==> config.mk <==
export PLATFORM = sky130hd
export DESIGN_NAME = mux21_seq_flat
export DESIGN_NICKNAME = d
export VERILOG_FILES = /design/src/rtl/mux21_pkg.sv /design/src/rtl/mux21_seq_if.sv /design/src/rtl/mux21_cap.sv /design/src/rtl/mux21_seq.sv /design/src/flat_wrapper.sv
export SDC_FILE = /design/constraint.sdc
export NUM_CORES = 1
export LEC_CHECK = 0
export BUFFER_PORTS_ARGS = -buffer_cell sky130_fd_sc_hd__buf_2
export CAP_MARGIN = 20
export CELL_PAD_IN_SITES_DETAIL_PLACEMENT = 0
export CELL_PAD_IN_SITES_GLOBAL_PLACEMENT = 1
export CORE_UTILIZATION = 30
export DETAILED_ROUTE_END_ITERATION = 6
export PLACE_DENSITY_LB_ADDON = 0.1
export SETUP_SLACK_MARGIN = 0.02
export SYNTH_ARGS = -nofsm -noshare
export SYNTH_HDL_FRONTEND = slang
export SYNTH_SLANG_ARGS = --single-unit
==> constraint.sdc <==
create_clock -name clk -period 1.95 [get_ports clk]
set_input_delay 0.0975 -clock clk [delete_from_list [all_inputs] [get_ports clk]]
set_output_delay 0.0975 -clock clk [all_outputs]
set_load 0.005 [all_outputs]
==> src/rtl/mux21_pkg.sv <==
// Shared definitions for the MUX21 sequencer: FSM encoding, word size and
// the round-robin winner rule used at every arbitration point.
package mux21_pkg;

  typedef enum logic [1:0] {
    ST_IDLE   = 2'd0,
    ST_GAP    = 2'd1,
    ST_ACTIVE = 2'd2
  } state_t;

  localparam int BITS_PER_WORD = 8;

  // A lone requester wins; with both requesting, the channel not served last wins.
  function automatic logic pick_winner(input logic [1:0] req, input logic last_served);
    logic win;
    win = last_served;
    case (req)
      2'b01:   win = 1'b0;
      2'b10:   win = 1'b1;
      2'b11:   win = ~last_served;
      default: win = last_served;
    endcase
    return win;
  endfunction

endpackage

==> src/rtl/mux21_seq_if.sv <==
// Request/grant and MUX21 cell control bundle between the requesters and the sequencer.
interface mux21_seq_if;
  import mux21_pkg::*;

  logic [1:0]               req;
  logic [1:0]               gnt;
  logic                     s;
  logic                     en_b;
  logic                     y_in;
  logic [BITS_PER_WORD-1:0] dout;
  logic                     dout_valid;
  logic                     dout_src;

  modport master (
    output req, y_in,
    input  gnt, s, en_b, dout, dout_valid, dout_src
  );

  modport slave (
    input  req, y_in,
    output gnt, s, en_b, dout, dout_valid, dout_src
  );

endinterface

==> src/rtl/mux21_cap.sv <==
// Serial-to-parallel capture of the MUX21 Y output: MSB-first shift register,
// bit counter and a one-cycle valid pulse per completed word.
module mux21_cap
  import mux21_pkg::*;
(
  input  logic                     clk,
  input  logic                     rst_n,
  input  logic                     sample,
  input  logic                     y_in,
  input  logic                     src,
  output logic                     word_done,
  output logic [BITS_PER_WORD-1:0] dout,
  output logic                     dout_valid,
  output logic                     dout_src
);

  logic [BITS_PER_WORD-1:0] shreg;
  logic [2:0]               bit_cnt;

  // High on the edge that takes the last bit of a word.
  assign word_done = sample && (bit_cnt == 3'(BITS_PER_WORD - 1));

  always_ff @(posedge clk or negedge rst_n) begin
    if (!rst_n) begin
      shreg      <= '0;
      bit_cnt    <= '0;
      dout       <= '0;
      dout_valid <= 1'b0;
      dout_src   <= 1'b0;
    end else begin
      dout_valid <= 1'b0;
      if (sample) begin
        shreg   <= {shreg[BITS_PER_WORD-2:0], y_in};
        bit_cnt <= bit_cnt + 3'd1;
        if (word_done) begin
          dout       <= {shreg[BITS_PER_WORD-2:0], y_in};
          dout_src   <= src;
          dout_valid <= 1'b1;
        end
      end
    end
  end

endmodule

==> src/rtl/mux21_seq.sv <==
// Two-channel sequencer for a MUX21 cell: round-robin arbitration with a
// break-before-make gap ahead of every grant and serial capture of Y.
module mux21_seq
  import mux21_pkg::*;
#(
  parameter int GAP   = 1,
  parameter int WORDS = 1
) (
  input  logic       clk,
  input  logic       rst_n,
  mux21_seq_if.slave bus
);

  localparam logic [3:0] GAP_LOAD  = 4'(GAP);
  localparam logic [3:0] LAST_WORD = 4'(WORDS - 1);

  state_t     state;
  logic       s;
  logic       en_b;
  logic [1:0] gnt;
  logic       last_served;
  logic [3:0] gap_cnt;
  logic [3:0] word_cnt;
  logic       sample;
  logic       word_done;

  assign sample   = (state == ST_ACTIVE);
  assign bus.s    = s;
  assign bus.en_b = en_b;
  assign bus.gnt  = gnt;

  // s is only ever loaded together with en_b going or staying high, so it
  // settles during the gap before the cell is enabled again.
  always_ff @(posedge clk or negedge rst_n) begin
    if (!rst_n) begin
      state       <= ST_IDLE;
      s           <= 1'b0;
      en_b        <= 1'b1;
      gnt         <= 2'b00;
      last_served <= 1'b1;
      gap_cnt     <= '0;
      word_cnt    <= '0;
    end else begin
      case (state)
        ST_IDLE: begin
          if (bus.req != 2'b00) begin
            s       <= pick_winner(bus.req, last_served);
            gap_cnt <= GAP_LOAD;
            state   <= ST_GAP;
          end
        end
        ST_GAP: begin
          if (gap_cnt == 4'd1) begin
            gap_cnt  <= '0;
            word_cnt <= '0;
            en_b     <= 1'b0;
            gnt      <= s ? 2'b10 : 2'b01;
            state    <= ST_ACTIVE;
          end else begin
            gap_cnt <= gap_cnt - 4'd1;
          end
        end
        ST_ACTIVE: begin
          if (word_done) begin
            if (word_cnt == LAST_WORD) begin
              last_served <= s;
              en_b        <= 1'b1;
              gnt         <= 2'b00;
              word_cnt    <= '0;
              if (bus.req != 2'b00) begin
                s       <= pick_winner(bus.req, s);
                gap_cnt <= GAP_LOAD;
                state   <= ST_GAP;
              end else begin
                state <= ST_IDLE;
              end
            end else begin
              word_cnt <= word_cnt + 4'd1;
            end
          end
        end
        default: state <= ST_IDLE;
      endcase
    end
  end

  mux21_cap u_cap (
    .clk        (clk),
    .rst_n      (rst_n),
    .sample     (sample),
    .y_in       (bus.y_in),
    .src        (s),
    .word_done  (word_done),
    .dout       (bus.dout),
    .dout_valid (bus.dout_valid),
    .dout_src   (bus.dout_src)
  );

endmodule

==> src/flat_wrapper.sv <==
// flat-port wrapper written by rule: the top's interface ports become plain ports
module mux21_seq_flat import mux21_pkg::*;
#(
  parameter int GAP   = 1,
  parameter int WORDS = 1
)
  (clk, rst_n, bus_req, bus_y_in, bus_gnt, bus_s, bus_en_b, bus_dout, bus_dout_valid, bus_dout_src);
  mux21_seq_if bus_i ();
  input  logic clk;
  input  logic rst_n;
  input wire logic [$bits(bus_i.req)-1:0] bus_req;
  input wire logic [$bits(bus_i.y_in)-1:0] bus_y_in;
  output wire logic [$bits(bus_i.gnt)-1:0] bus_gnt;
  output wire logic [$bits(bus_i.s)-1:0] bus_s;
  output wire logic [$bits(bus_i.en_b)-1:0] bus_en_b;
  output wire logic [$bits(bus_i.dout)-1:0] bus_dout;
  output wire logic [$bits(bus_i.dout_valid)-1:0] bus_dout_valid;
  output wire logic [$bits(bus_i.dout_src)-1:0] bus_dout_src;
  assign bus_i.req = bus_req;
  assign bus_i.y_in = bus_y_in;
  assign bus_gnt = bus_i.gnt;
  assign bus_s = bus_i.s;
  assign bus_en_b = bus_i.en_b;
  assign bus_dout = bus_i.dout;
  assign bus_dout_valid = bus_i.dout_valid;
  assign bus_dout_src = bus_i.dout_src;
  mux21_seq #(.GAP(GAP), .WORDS(WORDS)) u_core (.clk(clk), .rst_n(rst_n), .bus(bus_i));
endmodule
==> results of run 1 <==
-- stage by stage --
stage	total power [mW]	cell area (sq um)	util (%)	setup slack, ps
floorplan	1.71	1640	-	276
global placement	1.96	1820	35.3	202
detailed placement	1.99	1820	35.3	145
CTS	2.64	1940	37.4	138
global route	2.80	1940	37.4	14.9
finish	2.60	1940	37.4	153
-- cells in the mapped netlist --
cell | n | share of area (%)
nand2_1 | 35 | 8.0
dfrtp_1 | 33 | 50
inv_1 | 10 | 2.3
ha_1 | 9 | 6.9
mux2_2 | 9 | 6.2
nor2_1 | 9 | 2.1
o21ai_0 | 7 | 2.1
a21oi_1 | 2 | 0.61
a22o_2 | 2 | 1.2
a32o_1 | 2 | 1.2
buf_2 | 2 | 0.61
dfstp_2 | 2 | 3.2
nand2b_1 | 2 | 0.76
nor3_1 | 2 | 0.61
o22ai_1 | 2 | 0.76
a2111oi_4 | 1 | 1.7
a31o_2 | 1 | 0.53
a31oi_1 | 1 | 0.38
and2_2 | 1 | 0.46
and2b_2 | 1 | 0.53
and4bb_1 | 1 | 0.76
buf_4 | 1 | 0.46
mux2_1 | 1 | 0.69
nand3_1 | 1 | 0.30
nand3b_4 | 1 | 1.2
nand4_1 | 1 | 0.38
nor2_2 | 1 | 0.38
nor2b_2 | 1 | 0.53
nor3b_1 | 1 | 0.46
nor3b_4 | 1 | 1.1
nor4_1 | 1 | 0.38
o211ai_1 | 1 | 0.46
o2bb2ai_1 | 1 | 0.53
o31ai_1 | 1 | 0.46
o32ai_1 | 1 | 0.53
or3_1 | 1 | 0.38
xnor2_1 | 1 | 0.53
-- what timing repair did --
action,in CTS,in global routing
setup endpoints to repair,0,1
endpoints found under the hold margin,33,0
resized for setup,0,0
hold buffers,1,0
-- registers in the layout (all words and copies together) (netlist names) --
name                     count
u_core.bus.en_b              1
u_core.bus.gnt               2
u_core.bus.s                 1
u_core.gap_cnt               4
u_core.last_served           1
u_core.state                 2
u_core.u_cap.bit_cnt         3
u_core.u_cap.dout            8
u_core.u_cap.dout_src        1
u_core.u_cap.dout_valid      1
u_core.u_cap.shreg           7
u_core.word_cnt              4
-- worst register-to-register path, stage by stage (launching register included) --
cell and delay (ps):
dfrtp_1 370, ha_1 160, ha_1 250, and4bb_1 290
nor2_2 70, a2111oi_4 190, mux2_1 350
-- power by group --
group	switching, mW	internal [mW]	leakage (nW)
clock	0.246	0.375	0.0513
combinational	0.424	0.382	0.469
sequential	0.196	0.972	0.436
-- worst paths after layout --
| kind | startpoint | end | slack (ps) | cells after the start |
|---|---|---|---|---|
| max | u_core.u_cap.bit_cnt[0] | u_core.bus.s | 150 | 6 |
| min | bus_y_in | u_core.u_cap.shreg[0] | 50 | 3 |
| max reg2reg | u_core.u_cap.bit_cnt[0] | u_core.bus.s | 150 | 6 |
| min reg2reg | u_core.u_cap.dout_src | u_core.u_cap.dout_src | 470 | 2 |
| max in group asynchronous | rst_n | u_core.u_cap.shreg[2] | 1010 | 2 |
| min in group asynchronous | rst_n | u_core.bus.gnt[1] | 440 | 2 |
-- cell families after synthesis --
kind of cell | count (synthesis) | synth area share (%)
buf+inv | 13 | 3.35
compound gates | 22 | 10.5
xor+xnor | 1 | 0.534
mux | 10 | 6.86
flops | 35 | 53.5
fa+ha+maj | 9 | 6.86
simple gates | 60 | 18.4
-- layer usage --
metal  part of all wire (%)  routed length (um)
met4                    1.6                  53
met3                    4.2                 136
met5                      0                   0
met1                     49                1570
met2                     45                1460
-- area by class of cell --
cell class	count	area [sq um]	share of cell area, %
timing repair buffer	22	123	6.33
tap	70	87.6	4.52
inverter	10	37.5	1.94
multi-input combinational	102	708	36.6
sequential	35	878	45.3
clock inverter	1	30.0	1.55
clock buffer	6	72.6	3.75
==> summary.md, run 1 <==
| Metric | Value |
|---|---|
| HPWL Detailed | `2210 um` |
| WS Path Type | `register to register` |
| DRT iter0 DRCs | `57` |
| Root Buffer | `clkbuf_8` |
| Seq/Total Area, Yosys | `53.5%` |
| Met3 Resource Use GR | `4.19%` |
| Worst path required time | `2120 ps` |
| PD cells | `1340 nW/um^2` |
| Endpoints failing setup | `0` |
| H-Tree Depth | `2` |
| Pin count of the biggest net entering global routing | `36` |
| Cell row count | `26` |
| GRT busiest layer | `met2` |
| Worst path top cell family by delay | `adder cells` |
| GRT Total Usage | `12.4%` |
| Avg Inst Size Synth | `10.9 sq um` |
| Num CTS Buffers | `5` |
| Clock-pin slew on the worst setup and hold paths | `70 ps` |
| DRT Pass-1 Iters | `4` |
| Io pins | `19` |
| Final hold viol count | `0` |
| Worst Max-Slew Pin Slew | `799 ps` |
| TritonCTS clock tree | `done` |
| Die width | `76.0 um` |
| GP Congestion | `0.740` |
| Clock Tree Buf Depth | `2` |
| Post-Place Cells | `238` |
| Initial Util | `31.7%` |
| Kind of start point of the critical path | `register` |
| Die height | `76.0 um` |
| Clk sink count | `35` |
| Worst path slowest cell | `dfrtp_1` |
| Max Slew Vio Count | `0` |
| First-pass GRT wire length | `5640 um` |
| Share of post-route cells with drive strength above 1 | `27.3%` |
| Filler cell count | `521` |
| Fmax | `556 MHz` |
| Net Count, Synth | `164` |
| Warnings, synthesis | `0` |
| Port bufs | `18` |
| GRT Residual Overflow | `0` |
| Vias per cell | `4.72` |
| GRT met1 Usage | `16.1%` |
| Synthesis-stage register bit count | `35` |
| Synth unique cells | `37` |
| Mapped Area | `1640 sq um` |
| Critical Path Max Stage Delay | `370 ps` |
| Layout area overhead | `18.0%` |
| RSZ-0062 raised after global routing | `yes` |
| Number of setup buffers added after CTS | `0` |
| Max_cap viols | `0` |
| Initial antenna violation count | `0` |
| M2 GR Usage | `18.8%` |
| Most common cell after layout, fill and taps aside | `nand2_1` |
| Hold_ws | `48.1 ps` |
| Setup tns final | `0 ps` |
| Non-Filler Instances | `246` |
| Period utilization | `92.2%` |
| Die area | `5770 sq um` |
| Post-Route WL | `3220 um` |
| Post-route clock skew | `8.47 ps` |
| Avg WL per Cell | `13.1 um` |
| Critical path peak fanout | `4` |
| Antenna Violating Nets Remaining | `0` |
| Floorplan core area | `5170 sq um` |
| Most frequent cells in the layout | `nand2_1 (35), dfrtp_1 (33), buf_2 (18)` |
| DRC | `0` |
| Min-delay worst type | `primary input to register` |
| Most used cell, CP | `ha_1` |
| Post-Synthesis Cells | `150` |
| Ant diodes | `0` |
| CP endpoint kind | `register` |
| Via Count | `1161` |
| Worst rel slew slack | `46.7%` |
| Peak supply drop | `0.000495 V` |
| Fin crit period | `1800 ps` |
| Leak | `0.957 nW` |
| CP Data Arrival Time | `1970 ps` |
| Vias in the first global route | `1173` |
| Final net count | `190` |
| Worst skew pair latency | `280 ps` |
| WP buf/inv | `0` |
| Crit-path cells | `ha_1, ha_1, and4bb_1, nor2_2, a2111oi_4, mux2_1` |
| Status | `finished clean` |
Note: power is estimated with default switching activity, not from simulation.
==> run 2, diff against run 1 <==
Settings changed: ABC_AREA from default to 1.
==> run 2 against run 1 <==
  * Worst hold slack gained 39 ps
  * Synthesized cell count rose by 23%
  * Combinational power up 14%
  * Register-to-register slack gained 300 ps
  * Setup slack gained 300 ps
  * Count of clock-buffer cells in the layout rose by 1
  * Cell area rose by 1.9%
  * Via count grew 5.9%
  * Cell count grew 15%
  * Sequential share of layout area fell by 0.86 points
  * Clock power fell by 5.3%
  * Synthesized area up 4.1%
  * Largest cell class unchanged
==> summary.md, run 2 <==
| Metric | Value |
|---|---|
| Clock-pin slew on the worst setup and hold paths | `70 ps (about the same)` |
| Max reg flops | `8 (unchanged)` |
| Leak | `1.03 nW (+7.2%)` |
| GRT Total Usage | `12.2% (-0.14 points)` |
| Die width | `77.5 um (+2.0%)` |
| Ant diodes | `0 (unchanged)` |
| Clk sink count | `35 (unchanged)` |
| Synth Flop Type | `dfrtp_1` |
| Min-delay worst type | `primary input to register` |
| DRT iter0 DRCs | `52 (-8.8%)` |
| R2r worst-path depth | `7 (+1)` |
| Fmax | `666 MHz (+20%)` |
| Peak supply drop | `0.000463 V (-6.5%)` |
| Num CTS Buffers | `5 (unchanged)` |
| RR Endpoint | `u_core.word_cnt[1]` |
| Floorplan core area | `5510 sq um (+6.5%)` |
| Worst R2R Setup Slack | `450 ps (+300 ps)` |
| HPWL Detailed | `2230 um (+0.86%)` |
| Hold_ws | `86.9 ps (+38.8 ps)` |
| Worst skew pair latency | `280 ps (about the same)` |
| TritonCTS clock tree | `done` |
| Critical path peak fanout | `19 (+15)` |
| Most frequent cells in the layout | `nand2_1 (57), dfrtp_1 (33), inv_1 (21)` |
| Post-route clock skew | `5.55 ps (-2.92 ps)` |
| Endpoints failing setup | `0 (unchanged)` |
| Synthesis-stage register bit count | `35 (unchanged)` |
| WP depth | `7 (+1)` |
| Worst rel slew slack | `46.2% (-0.54 points)` |
| Mapped Area | `1710 sq um (+4.1%)` |
| Worst path top cell family by delay | `simple AND/OR/NAND/NOR gates` |
| Post-Synthesis Cells | `185 (+23%)` |
| Die height | `77.5 um (+2.0%)` |
| PD cells | `1310 nW/um^2 (-2.1%)` |
| WS Path Type | `register to register` |
| Largest cells by area after synthesis | `dfrtp_1 (48%), nand2_1 (13%), ha_1 (6.6%), inv_1 (4.6%), o21ai_2 (4.1%)` |
| Status | `finished clean` |
| Seq/Total Area, Yosys | `51.4% (-2.1 points)` |
| Kind of start point of the critical path | `register` |
| Most common cell after layout, fill and taps aside | `nand2_1` |
| DRT Pass-1 Iters | `4 (unchanged)` |
| Largest Register | `u_core.u_cap.dout` |
| Max Slew Vio Count | `0 (unchanged)` |
| Avg Inst Size Synth | `9.24 sq um (-16%)` |
| Period utilization | `77.0% (-15 points)` |
| Avg WL per Cell | `11.2 um (-15%)` |
| Clock Tree Buf Depth | `2 (unchanged)` |
| Vias in the first global route | `1209 (+3.1%)` |
| Top-count cell post-synth | `nand2_1` |
| Worst path required time | `2160 ps (+40 ps)` |
| Synth unique cells | `26 (-30%)` |
| Vias per cell | `4.36 (-7.6%)` |
| Crit path from | `u_core.u_cap.bit_cnt[0]` |
| RSZ-0062 raised after global routing | `no` |
| Post-synth top area share | `48.3% (-2.0 points)` |
| CP endpoint kind | `register` |
| Root Buffer | `clkbuf_8` |
| Worst path slowest cell | `dfrtp_1` |
| Cell taking the most area after synthesis | `dfrtp_1` |
| Synth top cells by count | `nand2_1 (57), dfrtp_1 (33), inv_1 (21)` |
| Initial Util | `31.0% (-0.70 points)` |
| Crit-path cells | `ha_1, ha_1, nand2_4, nand2_4, nand2_4, nand2_1, o21ai_1` |
| Async S/R FF share, synth | `100% (unchanged)` |
| Antenna Violating Nets Remaining | `0 (unchanged)` |
| Initial antenna violation count | `0 (unchanged)` |
| Die area | `6000 sq um (+4.0%)` |
| Critical Path Max Stage Delay | `400 ps (+30 ps)` |
| Post-CTS sizing | `0 (unchanged)` |
| Cell row count | `27 (+3.8%)` |
| Setup tns final | `0 ps (unchanged)` |
| Final net count | `223 (+17%)` |
| First-pass GRT wire length | `5640 um (-0.12%)` |
| Io pins | `19 (unchanged)` |
| Share of post-route cells with drive strength above 1 | `24.3% (-3.0 points)` |
| Most used cell, CP | `nand2_4` |
| CP Data Arrival Time | `1710 ps (-260 ps)` |
| Biggest regs | `u_core.u_cap.dout x8, u_core.u_cap.shreg x7` |
| Worst Hold Path Cells | `3 (unchanged)` |
| Post-synth EDFFs | `0 (unchanged)` |
| Pin count of the biggest net entering global routing | `36 (unchanged)` |
| Layout area overhead | `15.5%` |
| DRC | `0 (unchanged)` |
| GP Congestion | `0.774 (+4.5%)` |
| WP buf/inv | `0 (unchanged)` |
| Total power | `2.59 mW (-0.20%)` |
| Number of setup buffers added after CTS | `0 (unchanged)` |
| Worst Max-Slew Pin Slew | `807 ps (+8.11 ps)` |
| Critical Path Sink | `u_core.word_cnt[1]` |
| Net Count, Synth | `199 (+21%)` |
| H-Tree Depth | `2 (unchanged)` |
| Post-Route WL | `3150 um (-2.1%)` |
| GRT Residual Overflow | `0 (unchanged)` |
| Worst r2r src | `u_core.u_cap.bit_cnt[0]` |
| Final hold viol count | `0 (unchanged)` |
| Via Count | `1230 (+5.9%)` |
| Fin crit period | `1500 ps (-296 ps)` |
| Port bufs | `18 (unchanged)` |
| Warnings, synthesis | `0 (unchanged)` |
| Max_cap viols | `0 (unchanged)` |
==> run 2: changes by cell type in the layout (fill, tap and decap cells not counted), sizes merged, moves of 4 or more <==
| cell | before | now |
|---|---|---|
| nand2 | 35 | 64 |
| nor2 | 10 | 4 |
| nand3 | 1 | 11 |
| mux2 | 10 | 0 |
| inv | 10 | 24 |
| o21ai | 7 | 24 |
| nand4 | 1 | 5 |
==> run 2: logic make-up after synthesis <==
group,after synthesis,synth area share (%)
adders and majority gates,9,6.59
DFF,35,51.4
AOI/OAI and AO/OA,26,9.59
xor gates and xnor gates,2,1.03
and+or+nand+nor,86,23.7
buffers and inverters,27,7.69
==> run 2: how the worst min path moves through the flow <==
| stage | from | endpoint | slack (ps) |
|---|---|---|---|
| final | bus_y_in | u_core.u_cap.dout[0] | 90 |
| after global routing | bus_y_in | u_core.u_cap.dout[0] | 100 |
| after CTS | bus_y_in | u_core.u_cap.dout[0] | 80 |
| after detailed placement | rst_n | u_core.bus.gnt[0] | 240 |
| after global placement | rst_n | u_core.bus.s | 230 |
| after floorplan | rst_n | u_core.bus.gnt[0] | -200 |
==> run 2: repair_timing <==
action / 4_1_cts / 5_1_grt
setup endpoints to repair: 0 / 0
hold buffers: 1 / 0
hold endpoints to repair: 33 / 0
==> run 2: final cells by class <==
cell class,instances,area (sq um)
tap,72,90.1
fill,564,3530
timing repair buffer,20,108
inverter,24,95.1
clock inverter,1,7.51
sequential,35,878
clock buffer,7,96.3
multi-input combinational,123,699
==> run 2: stage by stage <==
| step | instance area (sq um) | setup slack [ps] | std cells | utilization, % |
|---|---|---|---|---|
| 4_1_cts | 1970 | 427 | 282 | 35.9 |
| 3_5_place_dp | 1860 | 437 | 273 | 33.8 |
| 2_1_floorplan | 1710 | 678 | 185 | - |
| 5_1_grt | 1970 | 304 | 282 | 35.9 |
| 3_3_place_gp | 1860 | 455 | 273 | 33.8 |
| 6_report | 1970 | 448 | 282 | 35.9 |
==> run 2: report_power, final <==
part           internal, mW  total [mW]  switching (mW)  leakage (nW)
Clock                 0.321       0.588           0.266        0.0505
Combinational         0.342       0.924           0.582         0.537
Sequential            0.950        1.08           0.128         0.439
==> run 2: worst min-delay path, cell delays in order <==
cell and delay, ps:
buf_2 100, inv_1 80, o21ai_2 60
==> run 2: metal layers <==
layer  track usage (%)  vias to the layer above  wire (um)
met5                 0                        -          0
met4              4.91                        0         40
met3              3.53                        6        102
met2              20.2                       16       1490
met1              14.9                      573       1520
li1                  -                      635          -
==> run 3, diff against run 2 <==
Clock period 1.95 ns to 1.25 ns, I/O delays scaled along.
==> run 3 against run 2 <==
  * Sequential share of layout area down 4.6 points
  * Non-clock buffer count up 13
  * Critical path depth unchanged
  * Flip-flop and latch count unchanged
  * Count of clock-buffer cells in the layout down 1
  * Core utilization up 4.3 points
  * Critical endpoint is now u_core.word_cnt[0]
  * Largest power group is now combinational logic
==> summary.md, run 3 (synthesized netlist as in run 2, its figures left out) <==
| Metric | Value |
|---|---|
| Max Slew Vio Count | `0 (unchanged)` |
| Min-delay worst type | `primary input to register` |
| Peak supply drop | `0.000613 V (+32%)` |
| H-Tree Depth | `2 (unchanged)` |
| Fmax | `812 MHz (+22%)` |
| Endpoints failing setup | `0 (unchanged)` |
| Clk sink count | `35 (unchanged)` |
| Most frequent cells in the layout | `nand2_1 (46), dfrtp_1 (31), inv_1 (18), buf_2 (18), buf_4 (12)` |
| DRT iter0 DRCs | `39 (-25%)` |
| Num CTS Buffers | `5 (unchanged)` |
| Final net count | `236 (+5.8%)` |
| DRC | `0 (unchanged)` |
| Leak | `1.10 nW (+7.4%)` |
| Biggest regs | `u_core.u_cap.dout x8, u_core.u_cap.shreg x7` |
| PD cells | `2010 nW/um^2 (+53%)` |
| RSZ-0062 raised after global routing | `yes` |
| Io pins | `19 (unchanged)` |
| Worst skew pair latency | `290 ps (about the same)` |
| Avg WL per Cell | `11.3 um (+1.2%)` |
| Fin crit period | `1230 ps (-270 ps)` |
| Largest Register | `u_core.u_cap.dout` |
| Vias per cell | `4.31 (-1.2%)` |
| Metal-1 WL | `1620 um (+6.4%)` |
| Floorplan core area | `5510 sq um (unchanged)` |
| Antenna Violating Nets Remaining | `0 (unchanged)` |
| Status | `finished clean` |
| Die width | `77.5 um (unchanged)` |
| First-pass GRT wire length | `5800 um (+2.8%)` |
| Period utilization | `98.5% (+21 points)` |
| CP endpoint kind | `register` |
| Clock Tree Buf Depth | `2 (unchanged)` |
| Pin count of the biggest net entering global routing | `20 (-44%)` |
| Kind of start point of the critical path | `register` |
| Max reg flops | `8 (unchanged)` |
| Slack of the critical path | `18.8 ps (-430 ps)` |
| CP Data Arrival Time | `1430 ps (-280 ps)` |
| Initial antenna violation count | `0 (unchanged)` |
| Final hold viol count | `0 (unchanged)` |
| Worst path required time | `1450 ps (-710 ps)` |
| Filler cell count | `547 (-3.0%)` |
| Worst Max-Slew Pin Slew | `430 ps (-378 ps)` |
| Most common cell after layout, fill and taps aside | `nand2_1` |
| Worst rel slew slack | `71.4% (+25 points)` |
| Placement Setup Slack | `-36.6 ps (-474 ps)` |
| Root Buffer | `clkbuf_8` |
| Die area | `6000 sq um (unchanged)` |
| Critical path peak fanout | `8 (-11)` |
| WS Path Type | `register to register` |
| Initial Util | `31.0% (unchanged)` |
| DRT Pass-1 Iters | `4 (unchanged)` |
| GRT Total Usage | `12.6% (+0.35 points)` |
| Ant diodes | `0 (unchanged)` |
| Layout area overhead | `29.3%` |
| TritonCTS clock tree | `done` |
| GP Congestion | `0.756 (-2.3%)` |
| GRT Residual Overflow | `0 (unchanged)` |
| Post-route clock skew | `11.6 ps (+6.08 ps)` |
| Met3 WL post-DR | `76 um (-25%)` |
| Post-Route WL | `3340 um (+5.9%)` |
| Top layer in use | `met4` |
| Via Count | `1271 (+3.3%)` |
| Max_cap viols | `0 (unchanged)` |
| Fin util | `40.1% (+4.3 points)` |
| Met2 WL | `1600 um (+7.5%)` |
| Clock-pin slew on the worst setup and hold paths | `70 ps (about the same)` |
| Die height | `77.5 um (unchanged)` |
| HPWL Detailed | `2400 um (+7.4%)` |
| Vias in the first global route | `1242 (+2.7%)` |
| Share of post-route cells with drive strength above 1 | `39.5% (+15 points)` |
| Port bufs | `18 (unchanged)` |
| Cell row count | `27 (unchanged)` |
| Hold_ws | `30.8 ps (-56.1 ps)` |
[run 3: final timing paths]
path	from	end	slack, ps	cells past startpoint
min in group asynchronous	rst_n	u_core.bus.gnt[1]	240	2
worst max-delay path	u_core.u_cap.bit_cnt[0]	u_core.word_cnt[0]	20	7
worst min-delay path	bus_y_in	u_core.u_cap.dout[0]	30	3
worst max register to register	u_core.u_cap.bit_cnt[0]	u_core.word_cnt[0]	20	7
max in group asynchronous	rst_n	u_core.state[1]	550	3
worst min register to register	u_core.bus.en_b	u_core.bus.en_b	460	2
[run 3: report_power, final]
group / internal (mW) / switching (mW)
combinational: 0.804 / 1.10
clock: 0.390 / 0.422
sequential: 1.49 / 0.240
total: 2.68 / 1.76
[run 3: repair_timing]
item | 4_1_cts | 5_1_grt
endpoints found under the setup margin | 21 | 21
hold buffers | 1 | 0
endpoints found under the hold margin | 14 | 0
resized for setup | 4 | 29
buffers inserted | 0 | 2
pin swaps | 4 | 8
[run 3: metrics by stage]
step	power, mW	instance area (sq um)	TNS (ps)	cells
2_1_floorplan	2.80	1720	0	185
3_3_place_gp	3.33	1970	-16.4	284
3_5_place_dp	3.34	1970	-127	284
4_1_cts	4.23	2090	-11.4	293
5_1_grt	4.83	2210	-106	295
6_report	4.44	2210	0	295
[run 3: metal layers]
layer | up-vias | global-route usage [%]
met5 | - | 0
met4 | 0 | 5.09
met3 | 4 | 3.53
met2 | 11 | 19.6
met1 | 593 | 16.4
li1 | 663 | -
[run 3: worst max-delay path, stage by stage, from the launching register on]
cell and delay [ps]:
dfrtp_1 380, ha_2 200, ha_4 170, nand2_4 90, nand2_4 90, nand2_8 100
nand2_2 40, o21ai_1 80
[run 3: layout make-up]
cell class / count / area [sq um] / area share, %
Sequential cell: 35 / 881 / 39.9
Tap cell: 72 / 90.1 / 4.08
Timing Repair Buffer: 33 / 230 / 10.4
Multi-Input combinational cell: 123 / 826 / 37.4
Clock buffer: 6 / 72.6 / 3.28
Inverter: 24 / 97.6 / 4.42
Clock inverter: 2 / 12.5 / 0.566
